### config.mk
export PLATFORM = sky130hd
export DESIGN_NAME = alu_pipe
export DESIGN_NICKNAME = d
export VERILOG_FILES = /design/src/rtl/alu_pkg.sv /design/src/rtl/alu_mul_iter.sv /design/src/rtl/alu_pipe.sv
export SDC_FILE = /design/constraint.sdc
export NUM_CORES = 1
export LEC_CHECK = 0
export ABC_AREA = 1
export CAP_MARGIN = 20
export CORE_AREA = 2 2 134 201
export DETAILED_ROUTE_END_ITERATION = 10
export DIE_AREA = 0 0 136 203
export DONT_BUFFER_PORTS = 1
export PLACE_DENSITY = 0.73
export SYNTH_ARGS = -nofsm -noshare
export SYNTH_HDL_FRONTEND = slang
export SYNTH_HIERARCHICAL = 1
export SYNTH_SLANG_ARGS = --single-unit
export TNS_END_PERCENT = 20
### constraint.sdc
create_clock -name clk -period 2.4 [get_ports clk]
set_input_delay 0.36 -clock clk [delete_from_list [all_inputs] [get_ports clk]]
set_output_delay 0.36 -clock clk [all_outputs]
set_load 0.01 [all_outputs]
### src/rtl/alu_pkg.sv
// rtl/alu_pkg.sv - opcodes, FSM state and flag types shared by alu_pipe
package alu_pkg;

    localparam logic [2:0] OP_ADC = 3'b000;
    localparam logic [2:0] OP_SUB = 3'b001;
    localparam logic [2:0] OP_AND = 3'b010;
    localparam logic [2:0] OP_ROR = 3'b011;
    localparam logic [2:0] OP_ORR = 3'b100;
    localparam logic [2:0] OP_EOR = 3'b101;
    localparam logic [2:0] OP_LSL = 3'b110;
    localparam logic [2:0] OP_MUL = 3'b111;

    typedef enum logic {
        ST_IDLE,
        ST_MULT
    } state_e;

    typedef struct packed {
        logic n;
        logic z;
        logic c;
        logic v;
    } flags_t;

endpackage

### src/rtl/alu_mul_iter.sv
// rtl/alu_mul_iter.sv - iterative shift-add unsigned multiplier, one bit per cycle
module alu_mul_iter #(
    parameter int WIDTH = 32,
    parameter int SHW   = $clog2(WIDTH)
) (
    input  logic             clk,
    input  logic             rst_n,
    input  logic             start_i,
    input  logic [WIDTH-1:0] a_i,
    input  logic [WIDTH-1:0] b_i,
    input  logic             ack_i,
    output logic             busy_o,
    output logic             done_o,
    output logic [WIDTH-1:0] prod_o
);

    localparam logic [SHW:0] CNT_DONE = (SHW+1)'(WIDTH);
    localparam logic [SHW:0] CNT_ONE  = (SHW+1)'(1);

    logic [SHW:0]     cnt_q;
    logic             run_q;
    logic [WIDTH-1:0] mcand_q;
    logic [WIDTH-1:0] mplier_q;
    logic [WIDTH-1:0] acc_q;

    // Done holds (counter frozen) until the owner can take the product
    assign done_o = run_q && (cnt_q == CNT_DONE);
    assign busy_o = run_q && (cnt_q != CNT_DONE);
    assign prod_o = acc_q;

    // Load operands on start, then add the shifted multiplicand for each set multiplier bit
    always_ff @(posedge clk or negedge rst_n) begin
        if (!rst_n) begin
            cnt_q    <= '0;
            run_q    <= 1'b0;
            mcand_q  <= '0;
            mplier_q <= '0;
            acc_q    <= '0;
        end else if (start_i) begin
            cnt_q    <= '0;
            run_q    <= 1'b1;
            mcand_q  <= a_i;
            mplier_q <= b_i;
            acc_q    <= '0;
        end else if (busy_o) begin
            if (mplier_q[0]) begin
                acc_q <= acc_q + mcand_q;
            end
            mcand_q  <= mcand_q << 1;
            mplier_q <= mplier_q >> 1;
            cnt_q    <= cnt_q + CNT_ONE;
        end else if (done_o && ack_i) begin
            run_q <= 1'b0;
            cnt_q <= '0;
        end
    end

endmodule

### src/rtl/alu_pipe.sv
// rtl/alu_pipe.sv - handshaked ALU with NZCV flag register; ALU_MUL_EN enables iterative MUL on opcode 111
module alu_pipe
    import alu_pkg::*;
#(
    parameter int WIDTH = 32,
    parameter int SHW   = $clog2(WIDTH)
) (
    input  logic             clk,
    input  logic             rst_n,
    input  logic             inValid,
    output logic             inReady,
    input  logic [WIDTH-1:0] aluIn1,
    input  logic [WIDTH-1:0] aluIn2,
    input  logic [2:0]       aluOp,
    input  logic             setFlags,
    output logic             outValid,
    input  logic             outReady,
    output logic [WIDTH-1:0] aluOut,
    output logic             N,
    output logic             Z,
    output logic             C,
    output logic             V,
    output logic             busy
);

    localparam logic [WIDTH-1:0] WIDTH_V = WIDTH'(WIDTH);

    logic [WIDTH-1:0] aluOut_q;
    logic             outValid_q;
    flags_t           flags_q;
    logic [WIDTH-1:0] res_d;
    flags_t           flags_d;
    logic [WIDTH:0]   add_w;
    logic [WIDTH:0]   sub_w;
    logic [WIDTH:0]   lsl_w;
    logic [WIDTH-1:0] ror_amt;
    logic             out_free;
    logic             accept;

    assign out_free = !outValid_q || outReady;
    assign aluOut   = aluOut_q;
    assign outValid = outValid_q;
    assign {N, Z, C, V} = flags_q;

    // Single-cycle result and candidate flags from the operands and current flags
    always_comb begin
        add_w   = {1'b0, aluIn1} + {1'b0, aluIn2} + {{WIDTH{1'b0}}, flags_q.c};
        sub_w   = {1'b0, aluIn2} + {1'b0, ~aluIn1} + {{WIDTH{1'b0}}, 1'b1};
        lsl_w   = {1'b0, aluIn2} << aluIn1[SHW:0];
        ror_amt = {{(WIDTH-SHW){1'b0}}, aluIn1[SHW-1:0]};
        res_d   = aluIn2;
        flags_d = flags_q;
        case (aluOp)
            OP_ADC: begin
                res_d     = add_w[WIDTH-1:0];
                flags_d.c = add_w[WIDTH];
                flags_d.v = (aluIn1[WIDTH-1] == aluIn2[WIDTH-1]) && (res_d[WIDTH-1] != aluIn1[WIDTH-1]);
            end
            OP_SUB: begin
                res_d     = sub_w[WIDTH-1:0];
                flags_d.c = sub_w[WIDTH];
                flags_d.v = (aluIn1[WIDTH-1] != aluIn2[WIDTH-1]) && (res_d[WIDTH-1] != aluIn2[WIDTH-1]);
            end
            OP_AND: res_d = aluIn1 & aluIn2;
            OP_ROR: begin
                // A shift by WIDTH yields zero, so amount 0 leaves aluIn2 intact
                res_d = (aluIn2 >> ror_amt) | (aluIn2 << (WIDTH_V - ror_amt));
                if (aluIn1 != '0) begin
                    flags_d.c = res_d[WIDTH-1];
                end
            end
            OP_ORR: res_d = aluIn1 | aluIn2;
            OP_EOR: res_d = aluIn1 ^ aluIn2;
            OP_LSL: begin
                if (aluIn1 == '0) begin
                    res_d = aluIn2;
                end else if (aluIn1 > WIDTH_V) begin
                    res_d     = '0;
                    flags_d.c = 1'b0;
                end else begin
                    res_d     = lsl_w[WIDTH-1:0];
                    flags_d.c = lsl_w[WIDTH];
                end
            end
            default: res_d = aluIn2;
        endcase
        flags_d.n = res_d[WIDTH-1];
        flags_d.z = (res_d == '0);
    end

`ifdef ALU_MUL_EN
    state_e           state_q;
    logic             setf_q;
    logic             mul_start;
    logic             mul_ack;
    logic             mul_done;
    logic [WIDTH-1:0] mul_prod;

    assign inReady   = (state_q == ST_IDLE) && out_free;
    assign accept    = inValid && inReady;
    assign mul_start = accept && (aluOp == OP_MUL);
    assign mul_ack   = (state_q == ST_MULT) && mul_done && out_free;

    alu_mul_iter #(
        .WIDTH (WIDTH),
        .SHW   (SHW)
    ) u_mul (
        .clk     (clk),
        .rst_n   (rst_n),
        .start_i (mul_start),
        .a_i     (aluIn1),
        .b_i     (aluIn2),
        .ack_i   (mul_ack),
        .busy_o  (busy),
        .done_o  (mul_done),
        .prod_o  (mul_prod)
    );

    // FSM plus output and flag registers; MUL completion writes N/Z only
    always_ff @(posedge clk or negedge rst_n) begin
        if (!rst_n) begin
            state_q    <= ST_IDLE;
            setf_q     <= 1'b0;
            aluOut_q   <= '0;
            outValid_q <= 1'b0;
            flags_q    <= '0;
        end else begin
            case (state_q)
                ST_IDLE: begin
                    if (accept && (aluOp == OP_MUL)) begin
                        state_q    <= ST_MULT;
                        setf_q     <= setFlags;
                        outValid_q <= 1'b0;
                    end else if (accept) begin
                        aluOut_q   <= res_d;
                        outValid_q <= 1'b1;
                        if (setFlags) begin
                            flags_q <= flags_d;
                        end
                    end else if (outReady) begin
                        outValid_q <= 1'b0;
                    end
                end
                ST_MULT: begin
                    if (mul_ack) begin
                        state_q    <= ST_IDLE;
                        aluOut_q   <= mul_prod;
                        outValid_q <= 1'b1;
                        if (setf_q) begin
                            flags_q.n <= mul_prod[WIDTH-1];
                            flags_q.z <= (mul_prod == '0);
                        end
                    end else if (outReady) begin
                        outValid_q <= 1'b0;
                    end
                end
            endcase
        end
    end
`else
    assign inReady = out_free;
    assign accept  = inValid && inReady;
    assign busy    = 1'b0;

    // Output and flag registers: load on accept, drop valid when popped
    always_ff @(posedge clk or negedge rst_n) begin
        if (!rst_n) begin
            aluOut_q   <= '0;
            outValid_q <= 1'b0;
            flags_q    <= '0;
        end else if (accept) begin
            aluOut_q   <= res_d;
            outValid_q <= 1'b1;
            if (setFlags) begin
                flags_q <= flags_d;
            end
        end else if (outReady) begin
            outValid_q <= 1'b0;
        end
    end
`endif

endmodule

==> results of run 1 <==
-- metal layers --
metal / GRT overflow / track usage, %
met4: 1 / 68.94
met3: 0 / 25.09
met2: 0 / 87.72
met1: 0 / 61.05
met5: 0 / 0
-- synth_stat cells (5+ instances only) --
cell        n  area (sq um)
a221oi_1    5         43.79
nor2_1    210         788.3
nand2_1   797          2992
a211oi_1    6         45.04
dfrtp_1    37         925.9
inv_1     286          1074
nor3_1     14         70.07
ha_1      106          1326
inv_2      10         37.54
a31oi_1     8         50.05
o21bai_1    9         67.56
buf_6      10         112.6
o22ai_1    22         137.6
buf_2      53         265.3
nand3b_1    6         45.04
o21ai_0    91         455.4
nand3_1   715          3578
buf_1      21         78.83
buf_4       6         45.04
o21ai_1     6         30.03
clkbuf_1   42         157.7
a21oi_1    99         495.5
nand4_1    46         287.8
nor2_2      5         31.28
-- repair_timing --
action | CTS
hold buffers | 2
gates resized for setup | 60
setup endpoints to repair | 33
pin swaps | 9
hold endpoints to repair | 37
setup buffers | 2
-- metrics by stage --
| step | area [sq um] | util, % | TNS, ns | cells | worst slack [ns] |
|---|---|---|---|---|---|
| after CTS | 17810 | 69.14 | -2.987 | 3373 | -0.4621 |
| after detailed placement | 17400 | 67.52 | -12.04 | 3361 | -0.8369 |
| after global placement | 17400 | 67.52 | -10.61 | 3361 | -0.8454 |
| after floorplan | 13680 | - | -0.06310 | 2650 | -0.06310 |
-- cells by family after synthesis --
kind of cell / count (synthesis)
xor gates and xnor gates: 3
other: 1
adders and majority gates: 109
buffers and inverters: 433
AOI/OAI and AO/OA: 258
and+or+nand+nor: 1809
DFF: 37
==> results.json, run 1 <==
{
  "grt_pass1_wl_um": 126600,
  "syn_area_sq_um": 13490,
  "rows": 72,
  "place_hpwl_um": 64050,
  "clockBufferDepth": 2,
  "grt_usage_pct": 60.68,
  "synth_top_family_by_area": "simple AND/OR/NAND/NOR gates",
  "synth_warnings": 6,
  "cts_sinks": 37,
  "synth_adder_area_share_pct": 10.28,
  "gp_congestion": 1.201,
  "synth_xor_area_share_pct": 0.1948,
  "synth-main-ff-cell": "dfrtp_1",
  "ys_ff_latch": 37,
  "synthSimpleGateAreaFrac_pct": 58.77,
  "initial_core_util_pct": 52.35,
  "htreeDepth": 2,
  "ioPinCount": 111,
  "yosysSeqAreaShare_pct": 6.865,
  "synthArstFlopShare_pct": 100.0,
  "synth_cells": 2650,
  "dieHeight_um": 203,
  "stop_error": "[ERROR GRT-0116] Global routing finished with congestion. Check the congestion regions in the DRC Viewer.",
  "grt_pass1_vias": 22080,
  "root_buffer": "clkbuf_16",
  "synthDistinctLibCells": 47,
  "synth_compound_area_share_pct": 10.56,
  "synth_edf_count": 0,
  "syn_nets": 2831,
  "cts_buffers": 5,
  "portBuffers": 0,
  "overflow": 1,
  "lastStage": "global routing (5_1_grt)",
  "syn_avg_cell_area_sq_um": 5.089,
  "dieWidth_um": 136,
  "outcome": "did not finish",
  "grt_max_degree": 67,
  "synthMuxAreaShare_pct": 0
}
==> run 2: changes to the inputs <==
--- a/config.mk
+++ b/config.mk
@@ -7,11 +7,11 @@
 export LEC_CHECK = 0
 export ABC_AREA = 1
 export CAP_MARGIN = 20
-export CORE_AREA = 2 2 134 201
+export CORE_AREA = 2 2 192 194
 export DETAILED_ROUTE_END_ITERATION = 10
-export DIE_AREA = 0 0 136 203
+export DIE_AREA = 0 0 194 196
 export DONT_BUFFER_PORTS = 1
-export PLACE_DENSITY = 0.73
+export PLACE_DENSITY_LB_ADDON = 0.15
 export SYNTH_ARGS = -nofsm -noshare
 export SYNTH_HDL_FRONTEND = slang
 export SYNTH_HIERARCHICAL = 1
==> constraint.sdc (replaced) <==
create_clock -name clk -period 3.1 [get_ports clk]
set_input_delay 0.465 -clock clk [delete_from_list [all_inputs] [get_ports clk]]
set_output_delay 0.465 -clock clk [all_outputs]
set_load 0.01 [all_outputs]
==> run 2 against run 1 <==
Net effect:
- the flow now finishes without violations
- synthesized area did not move
- synthesized cell count did not move
==> results.json, run 2 <==
{
  "clk_pin_slew_ns": 0.08,
  "drt.antenna.violating_nets": 0,
  "layout_commonest_cell": "nand2_1",
  "power.total_mw": 4.370,
  "ioPinCount": 111,
  "grt_pass1_wl_um": 116700,
  "rsz0062_at_grt": "no",
  "clockPowerShare_pct": 12.4,
  "drt_wl_total_um": 79720,
  "first_pass_iters": 7,
  "required_ns": 3.33,
  "worstPathCellList": "fa_2 -> fa_2 -> nand3_1 -> nand3_2 -> nand2_1 -> nand4_1 -> nand3_1 -> nand4_1 -> o21ai_1 -> nand2_1 -> nor2_1 -> nand3_2 -> nor2_4 -> nand3_1 -> nand2_1",
  "layout_common_cells": "nand2_1 (796), nand3_1 (708), inv_1 (286)",
  "initial_core_util_pct": 37.38,
  "outcome": "finished, final reports clean",
  "clockBufferDepth": 2,
  "antenna_cells_inserted": 0,
  "r2r_setup_slack_ns": 0.08,
  "area_delta_synth_final_pct": 17.74,
  "portBuffers": 0,
  "cp_max_fo": 4,
  "synth_warnings": 6,
  "cts_sinks": 37,
  "multi_input_area_sq_um": 10900,
  "grt_max_degree": 67,
  "power_density_nw_per_um2": 275.2,
  "yosysSeqAreaShare_pct": 6.865,
  "grt_usage_pct": 40.74,
  "fillers": 4134,
  "regToRegEndpoint": "Z",
  "dp_cells": 3245,
  "htreeDepth": 2,
  "synth_edf_count": 0,
  "dr.first_iter.drc_count": 2404,
  "grt_pass1_vias": 18660,
  "worst_pin_slew_ns": 0.7580,
  "ys_ff_latch": 37,
  "syn_area_sq_um": 13490,
  "cts_tree": "yes",
  "max_stage_delay_ns": 0.40,
  "synthTopCellsByArea": "nand3_1 (27%), nand2_1 (22%), ha_1 (9.8%), inv_1 (8.0%), dfrtp_1 (6.9%)",
  "core_sq_um": 36080,
  "synthDistinctLibCells": 47,
  "syn_nets": 2831,
  "drc": 0,
  "p_seq_share_pct": 15.9,
  "power.switching_mw": 2.398,
  "worst-r2r-cell-count": 15,
  "crit_path_start_kind": "flip-flop",
  "p_int_mw": 1.971,
  "synthArstFlopShare_pct": 100.0,
  "peakVddDrop_mv": 0.1982,
  "wire_per_inst_um": 24.48,
  "dieHeight_um": 196,
  "synth_common_cells": "nand2_1 (797), nand3_1 (715), inv_1 (286), nor2_1 (210), ha_1 (106)",
  "post-synth-top-area-cell": "nand3_1",
  "drive_gt1_share_pct": 11.66,
  "layout.cells.non_filler": 3256,
  "leakage_nw": 8.560,
  "place_hpwl_um": 64910,
  "crit_slowest_cell": "dfrtp_1",
  "dieWidth_um": 194,
  "synth_top_area_share_pct": 26.53,
  "drv_slew": 0,
  "gp_congestion": 1.066,
  "min_period_over_period_pct": 97.32,
  "final_nets": 2968,
  "insertion_delay_ns": 0.31,
  "cts_buffers": 5,
  "setup_viol": 0,
  "post-route-min-period_ns": 3.017,
  "maxCapViolCount": 0,
  "worstPathArrival_ns": 3.25,
  "largest_reg_flops": 32,
  "comb_power_share_pct": 71.7,
  "crit_type": "flip-flop to flip-flop",
  "syn_avg_cell_area_sq_um": 5.089,
  "postLayoutCoreUtil_pct": 44.00,
  "via_per_inst": 6.039,
  "dr_total_vias": 19660,
  "skew_ns": 0.02141,
  "rr_startpoint": "C",
  "fmax_mhz": 331.5,
  "grt_antenna_before_repair": 0,
  "rows": 70,
  "hold_viol_final": 0,
  "hold_class": "input pin to async pin",
  "cp-end-kind": "flip-flop",
  "root_buffer": "clkbuf_16",
  "dieArea_sq_um": 38020,
  "synth_cells": 2650,
  "seq_area_sq_um": 925.9,
  "overflow": 0,
  "synth-main-ff-cell": "dfrtp_1",
  "slew_headroom_pct": 49.28,
  "synth.most_common_cell": "nand2_1",
  "power_switching_share_pct": 54.88
}
## run 2: cell counts after synthesis
No cell type changed its count.
## run 2: per-stage QoR
stage | hold slack, ns | setup slack (ns) | setup TNS (ns) | instance area [sq um]
2_1_floorplan | 0.1694 | 0.02764 | 0 | 13490
6_report | 0.001371 | 0.08304 | 0 | 15880
3_5_place_dp | 0.1702 | -0.2779 | -0.2779 | 15600
5_1_grt | 0.01642 | 0.007784 | 0 | 15880
4_1_cts | 0.004906 | 0.01512 | 0 | 15820
3_3_place_gp | 0.1702 | -0.3010 | -0.3010 | 15600
## run 2: how the worst max path moves through the flow
stage               from  slack [ns]  end
6_report               C        0.08    Z
5_1_grt        aluIn2[0]       0.008    Z
4_1_cts                C        0.02    Z
3_5_place_dp   aluIn1[0]       -0.28    Z
3_3_place_gp   aluIn2[0]       -0.30    Z
2_1_floorplan  aluIn1[3]        0.03    Z
## run 2: power by group through the flow
stage          registers (mW)  clock network, mW  logic, mW
2_1_floorplan           0.680                  0       1.75
3_3_place_gp            0.707                  0       2.97
3_5_place_dp            0.706                  0       2.97
4_1_cts                 0.698              0.544       3.01
5_1_grt                 0.705              0.560       3.37
6_report                0.694              0.542       3.13
## run 2: cell type report
cell class | count | share of cell area, %
tap | 468 | 3.688
clock inverter | 2 | 0.06304
clock buffer | 6 | 0.8116
sequential | 37 | 5.831
multi-input combinational | 2180 | 68.62
inverter | 299 | 7.084
timing repair buffer | 264 | 13.90
## run 2: logic make-up after synthesis
logic type | after synthesis | share of synthesized area (%)
compound gates | 258 | 10.56
xor+xnor | 3 | 0.1949
fa+ha+maj | 109 | 10.28
buf+inv | 433 | 13.30
flops | 37 | 6.865
other cells | 1 | 0.02781
simple gates | 1809 | 58.77
## run 2: what timing repair did
action                     in CTS  in global routing
pin swaps                       3                  6
setup buffers                   1                  1
cloned                          0                  0
hold endpoints to repair       37                  0
hold buffers                    1                  0
setup endpoints to repair       1                  1
resized for setup              16                 12
## run 2: metal layers
| layer | track usage (%) | wire length, um | vias up |
|---|---|---|---|
| met1 | 48.85 | 29940 | 9142 |
| met2 | 69.41 | 36820 | 1190 |
| met3 | 5.398 | 7138 | 275 |
| met5 | 0 | 0 | - |
| li1 | - | - | 9055 |
| met4 | 24.69 | 5823 | 0 |
## run 2: worst max-delay path: cells and delay by family (launching register included)
family          cells  cell delay, ns
compound gates      1            0.34
fa+ha+maj           2            0.76
flops               1            0.40
simple gates       12            1.43
No activity file was read; power rests on OpenSTA's default activity.
==> run 3: changes to the inputs <==
--- a/config.mk
+++ b/config.mk
@@ -7,9 +7,9 @@
 export LEC_CHECK = 0
 export ABC_AREA = 1
 export CAP_MARGIN = 20
-export CORE_AREA = 2 2 192 194
+export CORE_AREA = 4 4 194 196
 export DETAILED_ROUTE_END_ITERATION = 10
-export DIE_AREA = 0 0 194 196
+export DIE_AREA = 0 0 198 200
 export DONT_BUFFER_PORTS = 1
 export PLACE_DENSITY_LB_ADDON = 0.15
 export SYNTH_ARGS = -nofsm -noshare
==> run 3 against run 2 <==
Net effect:
- cell count increased by 0.25%
- die area increased by 4.1%
- power decreased by 1.0%
- global-route usage decreased by 1.2 points
- non-clock buffer count increased by 7
- setup slack improved by 0.083 ns
- clock skew decreased by 0.0044 ns
- critical endpoint unchanged
==> results.json, run 3 (synthesis results as in run 2) <==
{
  "wire_per_inst_um": 24.98,
  "hold_class": "input pin to async pin",
  "drt_wl_total_um": 81550,
  "crit_slowest_cell": "dfrtp_2",
  "grtUsageMet1_pct": 48.20,
  "peakVddDrop_mv": 0.2116,
  "slew_headroom_pct": 37.45,
  "power_density_nw_per_um2": 273.7,
  "dieHeight_um": 200,
  "grt_antenna_before_repair": 1,
  "r2r_setup_slack_ns": 0.17,
  "finalSetupTns_ns": 0,
  "dieWidth_um": 198,
  "cp_num_cells": 12,
  "cts_buffers": 5,
  "core_sq_um": 36080,
  "root_buffer": "clkbuf_16",
  "htreeDepth": 2,
  "pre_cts_ws_ns": -0.1716,
  "dr_total_vias": 19360,
  "rsz0062_at_grt": "no",
  "clockBufferDepth": 2,
  "ioPinCount": 111,
  "setup_ws_ns": 0.1660,
  "place_hpwl_um": 68510,
  "required_ns": 3.34,
  "use_met2_pct": 65.71,
  "dr.first_iter.drc_count": 2576,
  "cp_max_fo": 5,
  "area_delta_synth_final_pct": 17.16,
  "dieArea_sq_um": 39600,
  "layout_commonest_cell": "nand2_1",
  "first_pass_iters": 6,
  "worstPathCellList": "fa_2 -> fa_2 -> or2_2 -> a311oi_2 -> nand3_1 -> a21oi_1 -> nand2_1 -> nor2_1 -> nand2_1 -> nor2_2 -> nand3_1 -> nand2_1",
  "hold_slack_ns": 0.01438,
  "grt_pass1_wl_um": 116900,
  "outcome": "finished, final reports clean",
  "post-cts-setup-buffer-count": 0,
  "maxCapViolCount": 0,
  "busiest_layer": "met2",
  "fillers": 4126,
  "met3_usage_pct": 6.042,
  "grt_max_degree": 67,
  "min_period_over_period_pct": 94.64,
  "largest_reg_flops": 32,
  "hold_viol_final": 0,
  "skew_ns": 0.01701,
  "crit_buf_inv": 0,
  "clk_pin_slew_ns": 0.07,
  "post-route-cell-area_sq_um": 15800,
  "post-route-min-period_ns": 2.934,
  "worst-r2r-cell-count": 12,
  "cts_tree": "yes",
  "setup_viol": 0,
  "layout_common_cells": "nand2_1 (794), nand3_1 (711), inv_1 (286)",
  "gp_congestion": 1.051,
  "rr_startpoint": "C",
  "worst_pin_slew_ns": 0.9373,
  "portBuffers": 0,
  "drt.antenna.violating_nets": 0,
  "crit_path_start_kind": "flip-flop",
  "grt_pass1_vias": 18340,
  "fmax_mhz": 340.8,
  "drv_slew": 0,
  "insertion_delay_ns": 0.29,
  "worstPathArrival_ns": 3.17,
  "leakage_nw": 8.544,
  "path_delay_family": "simple AND/OR/NAND/NOR gates",
  "drc": 0,
  "max_stage_delay_ns": 0.45,
  "cp-end-kind": "flip-flop",
  "drive_gt1_share_pct": 11.91,
  "overflow": 0,
  "via_per_inst": 5.933,
  "cpMostUsedCell": "nand2_1",
  "regToRegEndpoint": "Z",
  "place_area_sq_um": 15550,
  "initial_core_util_pct": 37.38,
  "crit_type": "flip-flop to flip-flop",
  "final_nets": 2975,
  "rows": 70,
  "cts_sinks": 37,
  "grt_usage_pct": 39.58
}
## run 3: worst max path at each step
stage               startpoint  to  slack [ns]
floorplan            aluIn1[3]   Z        0.03
global placement     aluIn1[1]   Z       -0.18
detailed placement   aluIn1[1]   Z       -0.17
CTS                          C   Z      0.0001
global route                 C   Z        0.03
finish                       C   Z        0.17
## run 3: metrics by stage
step	utilization, %	instances	total power, mW
6_report	43.79	3264	4.324
5_1_grt	43.78	3263	4.590
4_1_cts	43.61	3263	4.226
3_5_place_dp	43.09	3254	3.676
3_3_place_gp	43.09	3254	3.677
2_1_floorplan	-	2650	2.428
## run 3: what timing repair did
action	4_1_cts	5_1_grt
hold buffers	1	0
pin swaps	0	1
setup endpoints to repair	1	1
resized for setup	5	21
endpoints found under the hold margin	37	0
## run 3: report_power, final
part	internal (mW)	switching (mW)
Clock	0.300	0.226
Combinational	1.07	2.03
Sequential	0.578	0.125
Total	1.94	2.38
## run 3: per-layer routing
metal,vias to the layer above,routed length [um]
met2,1103,37140
met1,8946,31020
met4,0,6294
li1,9059,-
met3,256,7101
met5,-,0
## run 3: final cells by class
class / count / area (sq um) / share of cell area, %
antenna: 1 / 2.502 / 0.01584
clock buffer: 5 / 125.1 / 0.7918
clock inverter: 3 / 22.52 / 0.1425
inverter: 299 / 1125 / 7.119
multi-input combinational: 2180 / 10870 / 68.77
sequential: 37 / 927.1 / 5.867
tap: 468 / 585.6 / 3.706
timing repair buffer: 271 / 2147 / 13.59
## run 3: worst reg2reg max path, delay by kind of cell (launching register included)
| kind | cells | cell delay (ns) |
|---|---|---|
| DFF | 1 | 0.45 |
| and+or+nand+nor | 8 | 0.98 |
| AOI/OAI and AO/OA | 2 | 0.60 |
| adders and majority gates | 2 | 0.84 |
